## src/rtl/alarm_timekeeper_ctrl.sv

```systemverilog
// Alarm clock controller: 24 h time-of-day counter, alarm compare, set-mode FSM,
// ring timeout and snooze re-arm. Every output comes straight from a flop.
module alarm_timekeeper_ctrl #(
    parameter int SNOOZE_MIN     = 5,
    parameter int RING_TIMEOUT_S = 60
) (
    input  logic       clock,
    input  logic       clear,
    input  logic       tick,
    input  logic       btn_mode,
    input  logic       btn_inc,
    input  logic       btn_snooze,
    input  logic       alarm_en,
    output logic [4:0] hours,
    output logic [5:0] minutes,
    output logic [5:0] seconds,
    output logic [4:0] alarm_hours,
    output logic [5:0] alarm_minutes,
    output logic [2:0] set_state,
    output logic       ringing
);

    typedef enum logic [2:0] {
        RUN      = 3'd0,
        SET_HR   = 3'd1,
        SET_MIN  = 3'd2,
        SET_AHR  = 3'd3,
        SET_AMIN = 3'd4
    } set_state_e;

    set_state_e state_q, state_d;
    logic [4:0] hours_q, hours_d;
    logic [5:0] minutes_q, minutes_d;
    logic [5:0] seconds_q, seconds_d;
    logic [4:0] alarm_hours_q, alarm_hours_d;
    logic [5:0] alarm_minutes_q, alarm_minutes_d;
    logic       ringing_q, ringing_d;
    logic       snooze_active_q, snooze_active_d;
    logic [4:0] snooze_hours_q, snooze_hours_d;
    logic [5:0] snooze_minutes_q, snooze_minutes_d;
    logic [7:0] ring_cnt_q, ring_cnt_d;

    logic       time_runs;
    logic       advance;
    logic       inc_ok;
    logic [4:0] adv_h;
    logic [5:0] adv_m;
    logic [5:0] adv_s;
    logic       alarm_hit;
    logic       snooze_hit;
    logic [6:0] snz_sum;
    logic [6:0] snz_wrap;
    logic [4:0] tgt_h;
    logic [5:0] tgt_m;
    logic [8:0] ring_cnt_inc;
    logic       ring_timeout;

    // Time only stands still while the user is editing it.
    assign time_runs = (state_q == RUN) || (state_q == SET_AHR) || (state_q == SET_AMIN);
    assign advance   = tick && time_runs;
    assign inc_ok    = btn_inc && !btn_mode;

    always_comb begin
        adv_h = hours_q;
        adv_m = minutes_q;
        adv_s = seconds_q;
        if (seconds_q == 6'd59) begin
            adv_s = 6'd0;
            if (minutes_q == 6'd59) begin
                adv_m = 6'd0;
                adv_h = (hours_q == 5'd23) ? 5'd0 : hours_q + 5'd1;
            end else begin
                adv_m = minutes_q + 6'd1;
            end
        end else begin
            adv_s = seconds_q + 6'd1;
        end
    end

    assign alarm_hit  = advance && (adv_s == 6'd0) &&
                        (adv_m == alarm_minutes_q) && (adv_h == alarm_hours_q);
    assign snooze_hit = advance && snooze_active_q && (adv_s == 6'd0) &&
                        (adv_m == snooze_minutes_q) && (adv_h == snooze_hours_q);

    // Snooze target is taken from the displayed hh:mm, wrapping past midnight.
    assign snz_sum  = {1'b0, minutes_q} + 7'(SNOOZE_MIN);
    assign snz_wrap = snz_sum - 7'd60;

    always_comb begin
        tgt_h = hours_q;
        tgt_m = snz_sum[5:0];
        if (snz_sum >= 7'd60) begin
            tgt_m = snz_wrap[5:0];
            tgt_h = (hours_q == 5'd23) ? 5'd0 : hours_q + 5'd1;
        end
    end

    assign ring_cnt_inc = {1'b0, ring_cnt_q} + 9'd1;
    assign ring_timeout = (ring_cnt_inc == 9'(RING_TIMEOUT_S));

    always_comb begin
        state_d          = state_q;
        hours_d          = hours_q;
        minutes_d        = minutes_q;
        seconds_d        = seconds_q;
        alarm_hours_d    = alarm_hours_q;
        alarm_minutes_d  = alarm_minutes_q;
        ringing_d        = ringing_q;
        snooze_active_d  = snooze_active_q;
        snooze_hours_d   = snooze_hours_q;
        snooze_minutes_d = snooze_minutes_q;
        ring_cnt_d       = ring_cnt_q;

        if (btn_mode) begin
            case (state_q)
                RUN:      state_d = SET_HR;
                SET_HR:   state_d = SET_MIN;
                SET_MIN:  state_d = SET_AHR;
                SET_AHR:  state_d = SET_AMIN;
                default:  state_d = RUN;
            endcase
        end else begin
            case (state_q)
                RUN, SET_HR, SET_MIN, SET_AHR, SET_AMIN: state_d = state_q;
                default:                                 state_d = RUN;
            endcase
        end

        if (advance) begin
            hours_d   = adv_h;
            minutes_d = adv_m;
            seconds_d = adv_s;
        end

        if (inc_ok) begin
            case (state_q)
                SET_HR: begin
                    hours_d = (hours_q == 5'd23) ? 5'd0 : hours_q + 5'd1;
                end
                SET_MIN: begin
                    minutes_d = (minutes_q == 6'd59) ? 6'd0 : minutes_q + 6'd1;
                    seconds_d = 6'd0;
                end
                SET_AHR: begin
                    alarm_hours_d   = (alarm_hours_q == 5'd23) ? 5'd0 : alarm_hours_q + 5'd1;
                    snooze_active_d = 1'b0;
                end
                SET_AMIN: begin
                    alarm_minutes_d = (alarm_minutes_q == 6'd59) ? 6'd0 : alarm_minutes_q + 6'd1;
                    snooze_active_d = 1'b0;
                end
                default: ;
            endcase
        end

        if (ringing_q) begin
            if (tick) begin
                ring_cnt_d = ring_cnt_inc[7:0];
                if (ring_timeout) begin
                    ringing_d  = 1'b0;
                    ring_cnt_d = 8'd0;
                end
            end
            // Snooze wins over a simultaneous auto-stop so the re-ring is armed.
            if (btn_snooze) begin
                ringing_d        = 1'b0;
                ring_cnt_d       = 8'd0;
                snooze_hours_d   = tgt_h;
                snooze_minutes_d = tgt_m;
                snooze_active_d  = !(inc_ok && (state_q == SET_AHR || state_q == SET_AMIN));
            end
        end else begin
            if (snooze_hit) begin
                ringing_d       = 1'b1;
                ring_cnt_d      = 8'd0;
                snooze_active_d = 1'b0;
            end
            if (alarm_hit) begin
                ringing_d  = 1'b1;
                ring_cnt_d = 8'd0;
            end
        end

        if (!alarm_en) begin
            ringing_d       = 1'b0;
            snooze_active_d = 1'b0;
            ring_cnt_d      = 8'd0;
        end
    end

    always_ff @(posedge clock) begin
        if (clear) begin
            state_q          <= RUN;
            hours_q          <= 5'd0;
            minutes_q        <= 6'd0;
            seconds_q        <= 6'd0;
            alarm_hours_q    <= 5'd6;
            alarm_minutes_q  <= 6'd0;
            ringing_q        <= 1'b0;
            snooze_active_q  <= 1'b0;
            snooze_hours_q   <= 5'd0;
            snooze_minutes_q <= 6'd0;
            ring_cnt_q       <= 8'd0;
        end else begin
            state_q          <= state_d;
            hours_q          <= hours_d;
            minutes_q        <= minutes_d;
            seconds_q        <= seconds_d;
            alarm_hours_q    <= alarm_hours_d;
            alarm_minutes_q  <= alarm_minutes_d;
            ringing_q        <= ringing_d;
            snooze_active_q  <= snooze_active_d;
            snooze_hours_q   <= snooze_hours_d;
            snooze_minutes_q <= snooze_minutes_d;
            ring_cnt_q       <= ring_cnt_d;
        end
    end

    assign hours         = hours_q;
    assign minutes       = minutes_q;
    assign seconds       = seconds_q;
    assign alarm_hours   = alarm_hours_q;
    assign alarm_minutes = alarm_minutes_q;
    assign set_state     = state_q;
    assign ringing       = ringing_q;

endmodule

```

## config.mk

```make
export PLATFORM = sky130hd
export DESIGN_NAME = alarm_timekeeper_ctrl
export DESIGN_NICKNAME = d
export VERILOG_FILES = /design/src/rtl/alarm_timekeeper_ctrl.sv
export SDC_FILE = /design/constraint.sdc
export NUM_CORES = 1
export LEC_CHECK = 0
export ABC_AREA = 0
export BUFFER_PORTS_ARGS = -buffer_cell sky130_fd_sc_hd__clkbuf_2
export CORE_ASPECT_RATIO = 0.75
export CORE_MARGIN = 10
export CORE_UTILIZATION = 60
export DETAILED_ROUTE_END_ITERATION = 12
export PLACE_DENSITY = 0.86
export SYNTH_ARGS = -nofsm -noshare
export SYNTH_HDL_FRONTEND = slang
export SYNTH_SLANG_ARGS = --single-unit
```

## constraint.sdc

```tcl
create_clock -name clock -period 4.2 [get_ports clock]
set_clock_uncertainty 0.15 [all_clocks]
set_input_delay 0.84 -clock clock [delete_from_list [all_inputs] [get_ports clock]]
set_output_delay 0.84 -clock clock [all_outputs]
set_load 0.1 [all_outputs]
```

==> reports/results.tsv <==
stage	metric	value	unit
clock_network	cts.path.max_buffers	2	
timing	fin_worst_hold_slack	353	ps
clock_network	root_buf_cell	sky130_fd_sc_hd__clkbuf_8	
timing	grt_setup_unrepaired	no	
global_route	grt_pass1_vias	3504	
power_and_ir_drop	worst_ir_drop_vdd	0.141	mV
setup_path	timing.critical_path.slowest_cell_delay	660	ps
cells_and_area	antenna_cells_inserted	0	
floorplan	core_region_area	6290	µm²
setup_path	critPathArrivalTime	3940	ps
drt	post_drt_wl_per_cell	17.4	µm
placed_design	place_worst_setup_slack	438	ps
timing	timing.slew.headroom	0.474	
logic_synthesis	synth_async_sr_flop_share	0	
drt	antenna_left	0	
logic_synthesis	synth_top_cell_area_share	0.268	
setup_path	worst_path_max_fanout	16	
setup_path	critical_path_class	register to register	
setup_path	worstPathCellList	ha_1, nand2b_4, nor4_1, buf_4, mux2i_1, xnor2_1, or4_1, o31ai_4, nor2_2, o211ai_1	
logic_synthesis	synth-warning-count	0	
cells_and_area	layout.core_utilization	0.663	
power_and_ir_drop	pwr_density_cell	223	nW/µm²
global_route	pin_count_of_the_biggest_net_entering_global_routing	36	
run_status	result_of_the_run	finished clean	
logic_synthesis	netlist_top_cells_area	sky130_fd_sc_hd__dfxtp_1, sky130_fd_sc_hd__nor2_1, sky130_fd_sc_hd__a21oi_1	
placed_design	dpl_cell_area	4080	µm²
timing	totalNegativeSetupSlack	0	ps
power_and_ir_drop	final_total_power	0.930	mW
timing	slew_at_the_pin_with_the_worst_max_slew_slack	769	ps
placed_design	hpwl	7870	µm
logic_synthesis	synthesis.nets	518	
floorplan	die_width	113	µm
clock_network	clock_sink_count	52	
clock_network	htree_levels	2	
timing	hold_viol	0	
setup_path	crit_required	4290	ps
floorplan	start_util	0.618	
clock_network	clkTransAtPathRegs	100	ps
drt	drc	0	
logic_synthesis	postSynthCellCount	501	
global_route	track_usage	0.208	
cells_and_area	design_area	4170	µm²
timing	setup_violations	0	
logic_synthesis	number_of_synthesized_flops_with_an_enable_pin	0	
placed_design	gp_routability_congestion	0.972	
floorplan	pin_count	39	
clock_network	cts_made_buffers	5	
cells_and_area	instances_no_fill	603	
cells_and_area	final_nets	538	
placed_design	placed_cells	595	
global_route	gr-total-overflow	0	
clock_network	cts_hold_buf	0	
clock_network	cts_tree	done	
timing	layout_worst_path_cycle_share	0.917	
timing	timing_max_transition_violations_final	0	
logic_synthesis	syn_avg_cell_area	7.75	µm²
drt	firstDrtPassIters	6	
floorplan	die_h	89.7	µm
floorplan	die_area	10100	µm²
logic_synthesis	library_cells_used_by_synthesis	68	
setup_path	startpoint_type	register	
clock_network	cts_post_setup_buffers_inserted	0	
drt	avgViaCountPerCell	6.47	
logic_synthesis	ys_seq_elements	52	
clock_network	clk_latency	320	ps
power_and_ir_drop	cellLeakagePower	1.57	nW
cells_and_area	fraction_of_layout_cells_with_a_size_suffix_above_1	0.140	
placed_design	port_buffers	38	
floorplan	fp-row-count	25	
drt	vias	3902	
run	max_cap_viol_count	0	
setup_path	timing.critical_path.slowest_stage_cell	sky130_fd_sc_hd__dfxtp_1	
drt	drt_first_iter_violations	464	
timing	fin_crit	3850	ps
cells_and_area	area_delta_synth_final	7.38	%
timing	fmax	0.260	GHz
logic_synthesis	netlist_area_before_placement	3880	µm²
global_route	grt_antenna_before_repair	0	
global_route	grt_first_pass_wirelength	17800	µm
clock_network	post_cts_resize_count	0	
logic_synthesis	synth_seq_area_share	0.268	
logic_synthesis	synth-main-ff-cell	sky130_fd_sc_hd__dfxtp_1	
worst_hold_path	min-delay-path-class	register to register	
drt	detail_route.wirelength	10500	µm
timing	setup_ws	349	ps
setup_path	endpoint_kind	register	
logic_synthesis	yosys.area.top_type	sky130_fd_sc_hd__dfxtp_1	
-- synthesized netlist by cell type (4+ instances only) --
cell type	count
sky130_fd_sc_hd__a2111oi_0	6
sky130_fd_sc_hd__clkbuf_1	22
sky130_fd_sc_hd__o211ai_1	9
sky130_fd_sc_hd__a31oi_1	7
sky130_fd_sc_hd__nand3b_1	5
sky130_fd_sc_hd__nor2_1	55
sky130_fd_sc_hd__o21a_1	4
sky130_fd_sc_hd__ha_1	10
sky130_fd_sc_hd__a211oi_1	10
sky130_fd_sc_hd__and3_1	13
sky130_fd_sc_hd__nor2b_1	6
sky130_fd_sc_hd__nand3_1	14
sky130_fd_sc_hd__nand2_1	40
sky130_fd_sc_hd__o22ai_1	6
sky130_fd_sc_hd__nor4_1	9
sky130_fd_sc_hd__nor3_1	13
sky130_fd_sc_hd__nand2b_1	10
sky130_fd_sc_hd__a21oi_1	40
sky130_fd_sc_hd__o21ai_0	12
sky130_fd_sc_hd__xnor2_1	21
sky130_fd_sc_hd__o2bb2ai_1	4
sky130_fd_sc_hd__a21o_1	4
sky130_fd_sc_hd__inv_1	14
sky130_fd_sc_hd__buf_2	6
sky130_fd_sc_hd__nor3b_1	4
sky130_fd_sc_hd__nand4_1	7
sky130_fd_sc_hd__xor2_1	13
sky130_fd_sc_hd__and2_1	13
sky130_fd_sc_hd__mux2i_1	14
sky130_fd_sc_hd__a311oi_1	4
sky130_fd_sc_hd__dfxtp_1	52
-- layer usage --
layer,share of wire,GRT usage,vias up
met5,0,0,-
met4,0.013,0.0506,0
met3,0.092,0.0418,17
met2,0.43,0.317,184
met1,0.46,0.293,1818
li1,-,-,1883
-- area by class of cell --
| type | instances | area, µm² |
|---|---|---|
| flip-flops and latches | 52 | 1040 |
| fillers | 560 | 2120 |
| inverters | 14 | 52.6 |
| repair buffers | 45 | 243 |
| clock buffers | 6 | 82.6 |
| well taps | 81 | 101 |
| multi-input cells | 403 | 2640 |
| clock inverters | 2 | 10.0 |
-- cells by family (layout without fill, tap and decap cells) --
| logic type | count (synthesis) | in the layout | share of synthesized area |
|---|---|---|---|
| mux | 15 | 15 | 0.0390 |
| flops | 52 | 52 | 0.268 |
| simple gates | 213 | 213 | 0.298 |
| fa+ha+maj | 10 | 10 | 0.0322 |
| buf+inv | 46 | 67 | 0.0522 |
| xor+xnor | 34 | 34 | 0.0767 |
| compound gates | 131 | 131 | 0.234 |
-- state kept, by name, summed over array words and instances (netlist names) --
| name | cells |
|---|---|
| snooze_hours_q | 5 |
| ring_cnt_q | 8 |
| snooze_minutes_q | 6 |
| hours | 5 |
| minutes | 6 |
| alarm_minutes | 6 |
| snooze_active_q | 1 |
| ringing | 1 |
| seconds | 6 |
| set_state | 3 |
| alarm_hours | 5 |
-- cell usage in the layout, fill, tap and decap left out, types with 6 or more instances in the layout --
cell,Yosys,layout
sky130_fd_sc_hd__nand2b_1,10,10
sky130_fd_sc_hd__a21oi_1,40,40
sky130_fd_sc_hd__o21ai_0,12,12
sky130_fd_sc_hd__nor2_1,55,55
sky130_fd_sc_hd__ha_1,10,10
sky130_fd_sc_hd__o211ai_1,9,9
sky130_fd_sc_hd__inv_1,14,14
sky130_fd_sc_hd__nor4_1,9,9
sky130_fd_sc_hd__xor2_1,13,13
sky130_fd_sc_hd__mux2i_1,14,14
sky130_fd_sc_hd__a2111oi_0,6,6
sky130_fd_sc_hd__and3_1,13,13
sky130_fd_sc_hd__nand2_1,40,40
sky130_fd_sc_hd__and2_1,13,13
sky130_fd_sc_hd__xnor2_1,21,21
sky130_fd_sc_hd__nor3_1,13,13
sky130_fd_sc_hd__clkbuf_2,0,38
sky130_fd_sc_hd__dfxtp_1,52,52
sky130_fd_sc_hd__o22ai_1,6,6
sky130_fd_sc_hd__nand4_1,7,7
sky130_fd_sc_hd__a211oi_1,10,10
sky130_fd_sc_hd__nand3_1,14,14
sky130_fd_sc_hd__nor2b_1,6,6
sky130_fd_sc_hd__a31oi_1,7,7
sky130_fd_sc_hd__buf_4,2,7
sky130_fd_sc_hd__clkbuf_8,0,6
-- where the power goes --
| group | switching (mW) | leakage, nW | internal, mW |
|---|---|---|---|
| registers | 0.0121 | 0.420 | 0.498 |
| logic | 0.0848 | 1.10 | 0.0263 |
| clock network | 0.177 | 0.0510 | 0.132 |
| total | 0.274 | 1.57 | 0.657 |
-- path summary, 6_finish.rpt --
path	from	to	slack (ps)	cells after the start
max	minutes[0]	ring_cnt_q[6]	350	10
min	snooze_minutes_q[1]	snooze_minutes_q[1]	350	2
max reg2reg	minutes[0]	ring_cnt_q[6]	350	10
min reg2reg	snooze_minutes_q[1]	snooze_minutes_q[1]	350	2
-- worst max-delay path, delay by kind of cell, from the launching register on --
kind            cells  cell delay, ps
compound gates      2             530
xor+xnor            1             140
fa+ha+maj           1             590
buf+inv             1             230
flops               1             660
mux                 1             320
simple gates        4            1150
Power figures use the tool's default switching activity.
